==> src/rtl/qspi_ram_responder_if.sv <==
// Quad-SPI RAM bus bundle: chip select, serial clock and the four IO lines.
// The master drives csn/sclk/io_in; the slave answers on io_out/io_oe.
`timescale 1ns/1ps

interface qspi_ram_responder_if;
  logic       csn;
  logic       sclk;
  logic [3:0] io_in;
  logic [3:0] io_out;
  logic [3:0] io_oe;

  modport master (
    output csn,
    output sclk,
    output io_in,
    input  io_out,
    input  io_oe
  );

  modport slave (
    input  csn,
    input  sclk,
    input  io_in,
    output io_out,
    output io_oe
  );
endinterface

==> src/rtl/qspi_ram_responder.sv <==
// Quad-SPI serial SRAM responder oversampled in the clk domain, byte-wide memory port.
// Optional read-mode-register command 0x05 when QSPI_RESP_RDMR_EN is defined.
`timescale 1ns/1ps

module qspi_ram_responder #(
  parameter int ADDR_W       = 17,
  parameter int DUMMY_CYCLES = 2
) (
  input  logic                  clk,
  input  logic                  rst,
  qspi_ram_responder_if.slave   bus,
  output logic [ADDR_W-1:0]     mem_addr,
  output logic                  mem_re,
  input  logic [7:0]            mem_rdata,
  output logic                  mem_we,
  output logic [7:0]            mem_wdata,
  output logic                  busy
);

  typedef enum logic [2:0] {
    S_IDLE,
    S_CMD,
    S_ADDR,
    S_DUMMY,
    S_READ,
    S_WRITE,
    S_IGNORE,
    S_RDMR
  } state_t;

  localparam logic [7:0] DUMMY_LAST = 8'(DUMMY_CYCLES - 1);

  logic [1:0] csn_q;
  logic [2:0] sclk_q;
  logic [3:0] io0_q;
  logic [3:0] io1_q;
  logic       csn_prev_q;

  state_t            state_q;
  logic [7:0]        cnt_q;
  logic [ADDR_W-5:0] sh_q;
  logic              is_rd_q;
  logic              half_q;
  logic [7:0]        rd_buf_q;
  logic [3:0]        lo_q;
  logic [3:0]        wr_hi_q;
  logic              lat_q;
  logic [3:0]        io_out_q;
  logic              io_oe_q;
  logic [ADDR_W-1:0] mem_addr_q;
  logic              mem_re_q;
  logic              mem_we_q;
  logic [7:0]        mem_wdata_q;
  logic              busy_q;

  logic              csn_s;
  logic              csn_fall;
  logic              rise;
  logic              fall;
  logic [3:0]        nib_s;
  logic [ADDR_W-5:0] sh_d;
  logic [7:0]        cmd_d;
  logic [ADDR_W-1:0] addr_d;
  logic [ADDR_W-1:0] addr_inc_d;

  // Pure synchronizers: left unreset so a reset while csn is
  // held low cannot be mistaken for a fresh csn fall.
  always_ff @(posedge clk) begin
    csn_q      <= {csn_q[0], bus.csn};
    sclk_q     <= {sclk_q[1:0], bus.sclk};
    io0_q      <= bus.io_in;
    io1_q      <= io0_q;
    csn_prev_q <= csn_q[1];
  end

  assign csn_s      = csn_q[1];
  assign csn_fall   = csn_prev_q & ~csn_s;
  assign rise       = sclk_q[1] & ~sclk_q[2];
  assign fall       = ~sclk_q[1] & sclk_q[2];
  assign nib_s      = io1_q;
  assign sh_d       = {sh_q[ADDR_W-9:0], nib_s};
  assign cmd_d      = {sh_q[3:0], nib_s};
  assign addr_d     = {sh_q, nib_s};
  assign addr_inc_d = mem_addr_q + ADDR_W'(1);

  always_ff @(posedge clk) begin
    if (rst) begin
      state_q     <= S_IDLE;
      cnt_q       <= '0;
      sh_q        <= '0;
      is_rd_q     <= 1'b0;
      half_q      <= 1'b0;
      rd_buf_q    <= '0;
      lo_q        <= '0;
      wr_hi_q     <= '0;
      lat_q       <= 1'b0;
      io_out_q    <= '0;
      io_oe_q     <= 1'b0;
      mem_addr_q  <= '0;
      mem_re_q    <= 1'b0;
      mem_we_q    <= 1'b0;
      mem_wdata_q <= '0;
      busy_q      <= 1'b0;
    end else begin
      mem_re_q <= 1'b0;
      mem_we_q <= 1'b0;
      busy_q   <= ~csn_s;
      lat_q    <= mem_re_q;
      if (lat_q)
        rd_buf_q <= mem_rdata;
      if (mem_we_q)
        mem_addr_q <= addr_inc_d;
      if (csn_s) begin
        state_q <= S_IDLE;
        io_oe_q <= 1'b0;
        half_q  <= 1'b0;
      end else begin
        unique case (state_q)
          S_IDLE: begin
            if (csn_fall) begin
              state_q <= S_CMD;
              cnt_q   <= '0;
            end
          end
          S_CMD: begin
            if (rise) begin
              sh_q  <= sh_d;
              cnt_q <= cnt_q + 8'd1;
              if (cnt_q[0]) begin
                cnt_q  <= '0;
                half_q <= 1'b0;
                case (cmd_d)
                  8'h02: begin
                    state_q <= S_ADDR;
                    is_rd_q <= 1'b0;
                  end
                  8'h03, 8'h0B: begin
                    state_q <= S_ADDR;
                    is_rd_q <= 1'b1;
                  end
`ifdef QSPI_RESP_RDMR_EN
                  8'h05: state_q <= S_RDMR;
`else
`endif
                  default: state_q <= S_IGNORE;
                endcase
              end
            end
          end
          S_ADDR: begin
            if (rise) begin
              sh_q  <= sh_d;
              cnt_q <= cnt_q + 8'd1;
              if (cnt_q == 8'd5) begin
                cnt_q      <= '0;
                half_q     <= 1'b0;
                mem_addr_q <= addr_d;
                if (is_rd_q) begin
                  mem_re_q <= 1'b1;
                  state_q  <= (DUMMY_CYCLES == 0) ? S_READ : S_DUMMY;
                end else begin
                  state_q <= S_WRITE;
                end
              end
            end
          end
          S_DUMMY: begin
            if (rise) begin
              cnt_q <= cnt_q + 8'd1;
              if (cnt_q == DUMMY_LAST) begin
                cnt_q   <= '0;
                state_q <= S_READ;
              end
            end
          end
          S_READ: begin
            // Low nibble is held apart so the prefetch may refill rd_buf_q early.
            if (fall) begin
              io_oe_q <= 1'b1;
              half_q  <= ~half_q;
              if (!half_q) begin
                io_out_q <= rd_buf_q[7:4];
                lo_q     <= rd_buf_q[3:0];
              end else begin
                io_out_q <= lo_q;
              end
            end
            if (rise && half_q) begin
              mem_addr_q <= addr_inc_d;
              mem_re_q   <= 1'b1;
            end
          end
          S_WRITE: begin
            if (rise) begin
              half_q <= ~half_q;
              if (!half_q) begin
                wr_hi_q <= nib_s;
              end else begin
                mem_wdata_q <= {wr_hi_q, nib_s};
                mem_we_q    <= 1'b1;
              end
            end
          end
          S_RDMR: begin
            if (fall) begin
              io_oe_q  <= 1'b1;
              half_q   <= ~half_q;
              io_out_q <= half_q ? 4'h0 : 4'h4;
            end
          end
          S_IGNORE: begin
          end
          default: state_q <= S_IDLE;
        endcase
      end
    end
  end

  assign bus.io_out = io_out_q;
  assign bus.io_oe  = {4{io_oe_q}};
  assign mem_addr   = mem_addr_q;
  assign mem_re     = mem_re_q;
  assign mem_we     = mem_we_q;
  assign mem_wdata  = mem_wdata_q;
  assign busy       = busy_q;

endmodule

==> src/flat_wrapper.sv <==
// flat-port wrapper written by rule: the top's interface ports become plain ports
module qspi_ram_responder_flat 
#(
  parameter int ADDR_W       = 17,
  parameter int DUMMY_CYCLES = 2
)
  (clk, rst, mem_addr, mem_re, mem_rdata, mem_we, mem_wdata, busy, bus_csn, bus_sclk, bus_io_in, bus_io_out, bus_io_oe);
  qspi_ram_responder_if bus_i ();
  input  logic clk;
  input  logic rst;
  output logic [ADDR_W-1:0] mem_addr;
  output logic mem_re;
  input  logic [7:0] mem_rdata;
  output logic mem_we;
  output logic [7:0] mem_wdata;
  output logic busy;
  input wire logic [$bits(bus_i.csn)-1:0] bus_csn;
  input wire logic [$bits(bus_i.sclk)-1:0] bus_sclk;
  input wire logic [$bits(bus_i.io_in)-1:0] bus_io_in;
  output wire logic [$bits(bus_i.io_out)-1:0] bus_io_out;
  output wire logic [$bits(bus_i.io_oe)-1:0] bus_io_oe;
  assign bus_i.csn = bus_csn;
  assign bus_i.sclk = bus_sclk;
  assign bus_i.io_in = bus_io_in;
  assign bus_io_out = bus_i.io_out;
  assign bus_io_oe = bus_i.io_oe;
  qspi_ram_responder #(.ADDR_W(ADDR_W), .DUMMY_CYCLES(DUMMY_CYCLES)) u_core (.clk(clk), .rst(rst), .bus(bus_i), .mem_addr(mem_addr), .mem_re(mem_re), .mem_rdata(mem_rdata), .mem_we(mem_we), .mem_wdata(mem_wdata), .busy(busy));
endmodule
==> config.mk <==
export PLATFORM = sky130hd
export DESIGN_NAME = qspi_ram_responder_flat
export DESIGN_NICKNAME = d
export VERILOG_FILES = /design/src/rtl/qspi_ram_responder_if.sv /design/src/rtl/qspi_ram_responder.sv /design/src/flat_wrapper.sv
export SDC_FILE = /design/constraint.sdc
export NUM_CORES = 1
export LEC_CHECK = 0
export BUFFER_PORTS_ARGS = -buffer_cell sky130_fd_sc_hd__buf_2
export CAP_MARGIN = 20
export CORE_MARGIN = 4
export CORE_UTILIZATION = 30
export DETAILED_ROUTE_END_ITERATION = 10
export HOLD_SLACK_MARGIN = 0.06
export SETUP_SLACK_MARGIN = 0.05
export SYNTH_ARGS = -nofsm -noshare
export SYNTH_HDL_FRONTEND = slang
export SYNTH_SLANG_ARGS = --single-unit
==> constraint.sdc <==
create_clock -name clk -period 3.84 [get_ports clk]
set_clock_uncertainty 0.2 [all_clocks]
set_input_delay 0.576 -clock clk [delete_from_list [all_inputs] [get_ports clk]]
set_output_delay 0.576 -clock clk [all_outputs]
set_load 0.01 [all_outputs]
Word-level counts from Yosys, hierarchy flattened
Index checks and enable logic that the tools add are counted.
Widths: inputs -> output; s select.
Storage, ports and cells
  output and inout bits: 36
  register bits after elaboration: 90
Operators by class
  equality and inequality tests: 22
  add/subtract/negate cells: 2
  muxes and demuxes: 43
  reduce and logical (&&, ||, !) cells: 22
  bitwise gates (word level): 9
Operator list (count)
  $mux 17: 5
  $mux 8: 7
  $pmux 17 s2: 1
  $pmux 8 s4: 1
  $mux 3: 10
  $ne 2x1->1 const B: 11
  $add 17x1->17 const B: 1
  $eq 8x2->1 const B: 2
  $reduce_and 4->1: 4
  $mux 4: 3
  $pmux 3 s4: 1
  $mux 1: 11
  $eq 3x3->1 const B: 3
  $add 8x1->8 const B: 1
  $eq 8x1->1 const B: 1
  $eq 8x3->1 const B: 1
  $eq 8x4->1 const B: 1
  $pmux 4 s2: 1
  $reduce_and 8->1: 1
  $reduce_bool 4->1: 2
  $reduce_or 2->1: 4
  $reduce_and 7->1: 1
  $eq 3x2->1 const B: 2
  $not 1->1: 6
  13 further kinds: 17

Depth between registers and ports, before layout
  depth after elaboration: 6
  gate-level depth with buffers: 8
  mapped depth without buffers: 7

Least setup slack after synthesis
OpenSTA, ideal clock, no wires.
  kind: reg-to-reg
  start point: register u_core.cnt_q[7]
  end point: register u_core.mem_addr_q[15] (netlist: u_core.mem_addr[15])
  path slack: 1583 ps
  period minus slack after synthesis: 2257 ps
  stages on the path, launching flop included: 7
  arrival: 1939 ps
  data required time: 3523 ps
  buffers on the path: 1
  setup time: 117 ps
  cell sequence: dfxtp_1 -> or4_4 -> buf_6 -> o31a_1 -> o21ai_4 -> nand4_1 -> a32o_1
On the way
  longest elaborated chain between the ends: 5
Ends and longest elaborated chain
  from (decl): line qspi_ram_responder.sv:40  | logic [7:0] cnt_q;
  from (signal assigned): line qspi_ram_responder.sv:128  | cnt_q <= cnt_q + 8'd1;
  from (signal assigned): line qspi_ram_responder.sv:153  | cnt_q <= cnt_q + 8'd1;
  from (signal assigned): line qspi_ram_responder.sv:169  | cnt_q <= cnt_q + 8'd1;
  $eq 8x3->1: line qspi_ram_responder.sv:154  | if (cnt_q == 8'd5) begin
  $mux 17: line qspi_ram_responder.sv:154
  $mux 17: line qspi_ram_responder.sv:151  | if (rise) begin
  $pmux 17 s2: line qspi_ram_responder.sv:118  | unique case (state_q)
  $mux 17: line qspi_ram_responder.sv:113  | if (csn_s) begin
  to (signal assigned): line qspi_ram_responder.sv:112  | mem_addr_q <= addr_inc_d;
  to (signal assigned): line qspi_ram_responder.sv:157  | mem_addr_q <= addr_d;
  to (signal assigned): line qspi_ram_responder.sv:189  | mem_addr_q <= addr_inc_d;
  to (decl): line qspi_ram_responder.sv:50  | logic [ADDR_W-1:0] mem_addr_q;
No other way between the ends.
A chain may end at the register's enable or synchronous reset.

Final worst setup path
  start point: register u_core.state_q[0]
  end point: register u_core.is_rd_q
On the way
  longest elaborated chain between the ends: 2
Ends and longest elaborated chain
  from (decl): line qspi_ram_responder.sv:39  | state_t state_q;
  from (signal assigned): line qspi_ram_responder.sv:160  | state_q <= (DUMMY_CYCLES == 0) ? S_READ : S_DUMMY;
  $eq 3x1->1: line qspi_ram_responder.sv:118
  $reduce_and 5->1 (no line)
  to (signal assigned): line qspi_ram_responder.sv:91  | is_rd_q <= 1'b0;
  to (signal assigned): line qspi_ram_responder.sv:135  | is_rd_q <= 1'b0;
  to (signal assigned): line qspi_ram_responder.sv:139  | is_rd_q <= 1'b1;
  to (decl): line qspi_ram_responder.sv:42  | logic is_rd_q;
No other way between the ends.

==> metrics <==
status=finished clean; 1st-pass router iterations=5; die extent in x=124 µm; Clock Path Buffers=2; Worst-Skew Late Latency=0.35 ns; min-delay src=u_core.io0_q[1]$_DFF_P_; Post-Syn Area=a little over 4000 µm²; fin nets=498; routability cong.=around 0.82; area share of the largest cell type after synthesis=roughly 45%; Area growth, synth to finish=17.3%; fraction of layout cells with a size suffix above 1=17.2%; Synth Register Bits=90; WL final=about 9600 µm; clock power share=about 49%; multiplexer area fraction after synthesis=9.69%; Hold Fails Final Rpt=0; Synth Area in Compound Gates=15.0%; # fillers=1356; Root Driver=clkbuf_16; FP Rows=42; Gate Count Post-Synth=~440; CTS tree=done; Net Sw Frac=a little over a fifth; VDD IR max=0.300 mV; endpoints failing setup=0; Die Span Y=roughly 120 µm; RSZ-0062 raised after global routing=false; critical path peak fanout=19; first-pass GRT wire length=15700 µm; initial antenna violation count=0; CP endpoint kind=register; Post-CTS Hold Fix Bufs=0; DR vias/cell=5.12; Final period util=between 60% and 70%; flop2flop setup slack=approximately 1.3 ns; largest net degree at the start of global routing=56; syn_area_per_cell=9.18 µm²; Slew @ Worst Pin=0.865 ns; critical path arrival=2.61 ns; fin crit period=2.53 ns; DR iter-0 viols=between 200 and 300; DRC viols=0; htree depth=3; Final Util=35.8%; Hold Path End=u_core.io1_q[1]$_DFF_P_; syn_nets=459; Initial Util=30.6%; Num CTS Buffers=9; maximum capacitance violations=0; largest family of logic cells by synthesized area=simple AND/OR/NAND/NOR gates; number of buffers added on ports=51; Hold Path Cell Cnt=0; yosys warns=0; r2r endpoint=u_core.is_rd_q$_SDFFE_PP0P_; Post-synth EDFFs=0; area leader, netlist=dfxtp_1; number of global-route vias before repair=3148; # clock sinks=90; Reg power frac=48.3%; unique cell type count in the Yosys netlist=59; diode count=0; die area=around 15000 µm²; Main synth FF type=dfxtp_1; P per Cell Area=around 420 nW/µm²; pre-CTS setup slack=1.36 ns; Net Switching=0.427 mW; FF-to-FF Start=u_core.state_q[0]$_SDFFE_PP0P_; ranking of synthesized cells by area=dfxtp_1 (45%), mux2i_1 (9.7%), nor2_1 (5.3%); final setup margin=1.31 ns; grt total ovfl=0; Routed Antenna Nets=0; Max transition margin=between 40% and 50%; Pwr Total=between 1.5 and 2 mW; count leader, synth=dfxtp_1; post-synthesis adder-cell area fraction=1.24%; Combinational Power Share=between 3 and 4%; Post-Synth Simple-Gate Area=a little over a fifth; Resize count post-CTS=0; Placed Cells=between 600 and 700; final instance area=4730 µm²; vias=3372; placed cell areas=4400 µm²; P_leak=1.86 nW; required time worst endpoint=between 3 and 4 ns; asr flop ratio synth=0%; Startpoint Class=register; Core Region=13200 µm²; HPWL after DPL=6760 µm; Total GRT Usage=13.0%; critical path class=register to register; XOR/XNOR share of the synthesized area=3.48%; worst hold margin=roughly 0.13 ns; count of pins over their slew limit=0; cell-internal power=about 1.6 mW; fmax=395 MHz; post-CTS setup buffers=0; wire per inst=approximately 15 µm; Top Ports=52; Reg clk slew, reported paths=around 0.070 ns; Layout Cells excl Fill=between 600 and 700; hold crit path type=register to register; reg2reg path depth=5; commonest cells in the netlist=dfxtp_1 (90), nor2_1 (57), mux2i_1 (39); setup_tns=0 ns; sequential area share after synthesis=44.7%
==> worst max-delay path, cell delays in order (launching register included) <==
cell and delay [ns]:
dfxtp_1 0.76, nand2b_1 0.20, or3_1 0.46, or4_1 0.50, or2_0 0.21, a21oi_1 0.13
==> power by group through the flow <==
stage | Clock, mW | Sequential [mW] | Combinational [mW]
detailed placement | 0 | 0.978 | 0.0617
global placement | 0 | 0.978 | 0.0610
finish | 0.962 | 0.957 | 0.0620
floorplan | 0 | 0.971 | 0.0441
CTS | 0.985 | 0.957 | 0.0620
global route | 1.02 | 0.958 | 0.0685
==> placed cells by master, fill, tap and decap left out, types with 4 or more instances in the layout <==
master and n:
a21o_1 10, a21oi_1 17, a22oi_1 7, a32o_1 9, and3_1 6, buf_2 51, clkbuf_16 9, dfxtp_1 90
ha_1 4, inv_1 12, mux2i_1 39, nand2_1 27, nand2b_1 6, nand3_1 16, nand3b_1 5, nand4_1 10
nor2_1 57, nor2b_1 4, nor3_1 8, nor4_1 7, o211ai_1 4, o21ai_0 6, o22ai_1 8, or4_1 4
xor2_1 15
==> registers in the layout, summed over array words and instances, names as in the netlist <==
signal and flops:
u_core.io_oe_q 1, u_core.mem_re 1, u_core.csn_prev_q 1, u_core.io0_q 4
u_core.sclk_q 3, u_core.csn_q 2, u_core.cnt_q 8, u_core.rd_buf_q 8
u_core.mem_wdata 8, u_core.lat_q 1, u_core.is_rd_q 1, u_core.io1_q 4
u_core.busy 1, u_core.sh_q 13, u_core.half_q 1, u_core.wr_hi_q 4
u_core.mem_addr 17, u_core.mem_we 1, u_core.state_q 3, u_core.bus.io_out 4
u_core.lo_q 4
==> worst max-delay path by stage <==
stage / start / to / depth (start not counted)
finish: u_core.state_q[0]$_SDFFE_PP0P_ / u_core.is_rd_q$_SDFFE_PP0P_ / 5
global route: u_core.state_q[0]$_SDFFE_PP0P_ / u_core.sh_q[12]$_SDFFE_PP0P_ / 4
CTS: u_core.state_q[0]$_SDFFE_PP0P_ / u_core.is_rd_q$_SDFFE_PP0P_ / 5
detailed placement: u_core.state_q[0]$_SDFFE_PP0P_ / u_core.mem_wdata[0]$_SDFFE_PP0P_ / 5
global placement: u_core.state_q[0]$_SDFFE_PP0P_ / u_core.is_rd_q$_SDFFE_PP0P_ / 5
floorplan: u_core.cnt_q[7]$_SDFFE_PP0P_ / u_core.mem_addr[15]$_SDFF_PP0_ / 6
==> per-layer routing <==
layer	GRT usage (%)	share of wire [%]
met5	0	0
met4	3.83	1.1
met2	18.5	43
met1	18.9	50
met3	3.81	6.1
==> logic make-up after synthesis <==
logic type / after synthesis
muxes: 39
DFF: 90
xor gates and xnor gates: 16
adders and majority gates: 4
AOI/OAI and AO/OA: 83
buffers and inverters: 37
and+or+nand+nor: 170
==> layout make-up <==
| type | count | area (µm²) | area share (%) |
|---|---|---|---|
| inverter | 12 | 45.0 | 0.953 |
| timing repair buffer | 53 | 270 | 5.72 |
| clock buffer | 10 | 239 | 5.06 |
| sequential | 90 | 1800 | 38.1 |
| tap | 176 | 220 | 4.66 |
| multi-input combinational | 312 | 2060 | 43.6 |
| clock inverter | 6 | 88.8 | 1.88 |
Power figures use the tool's default switching activity.
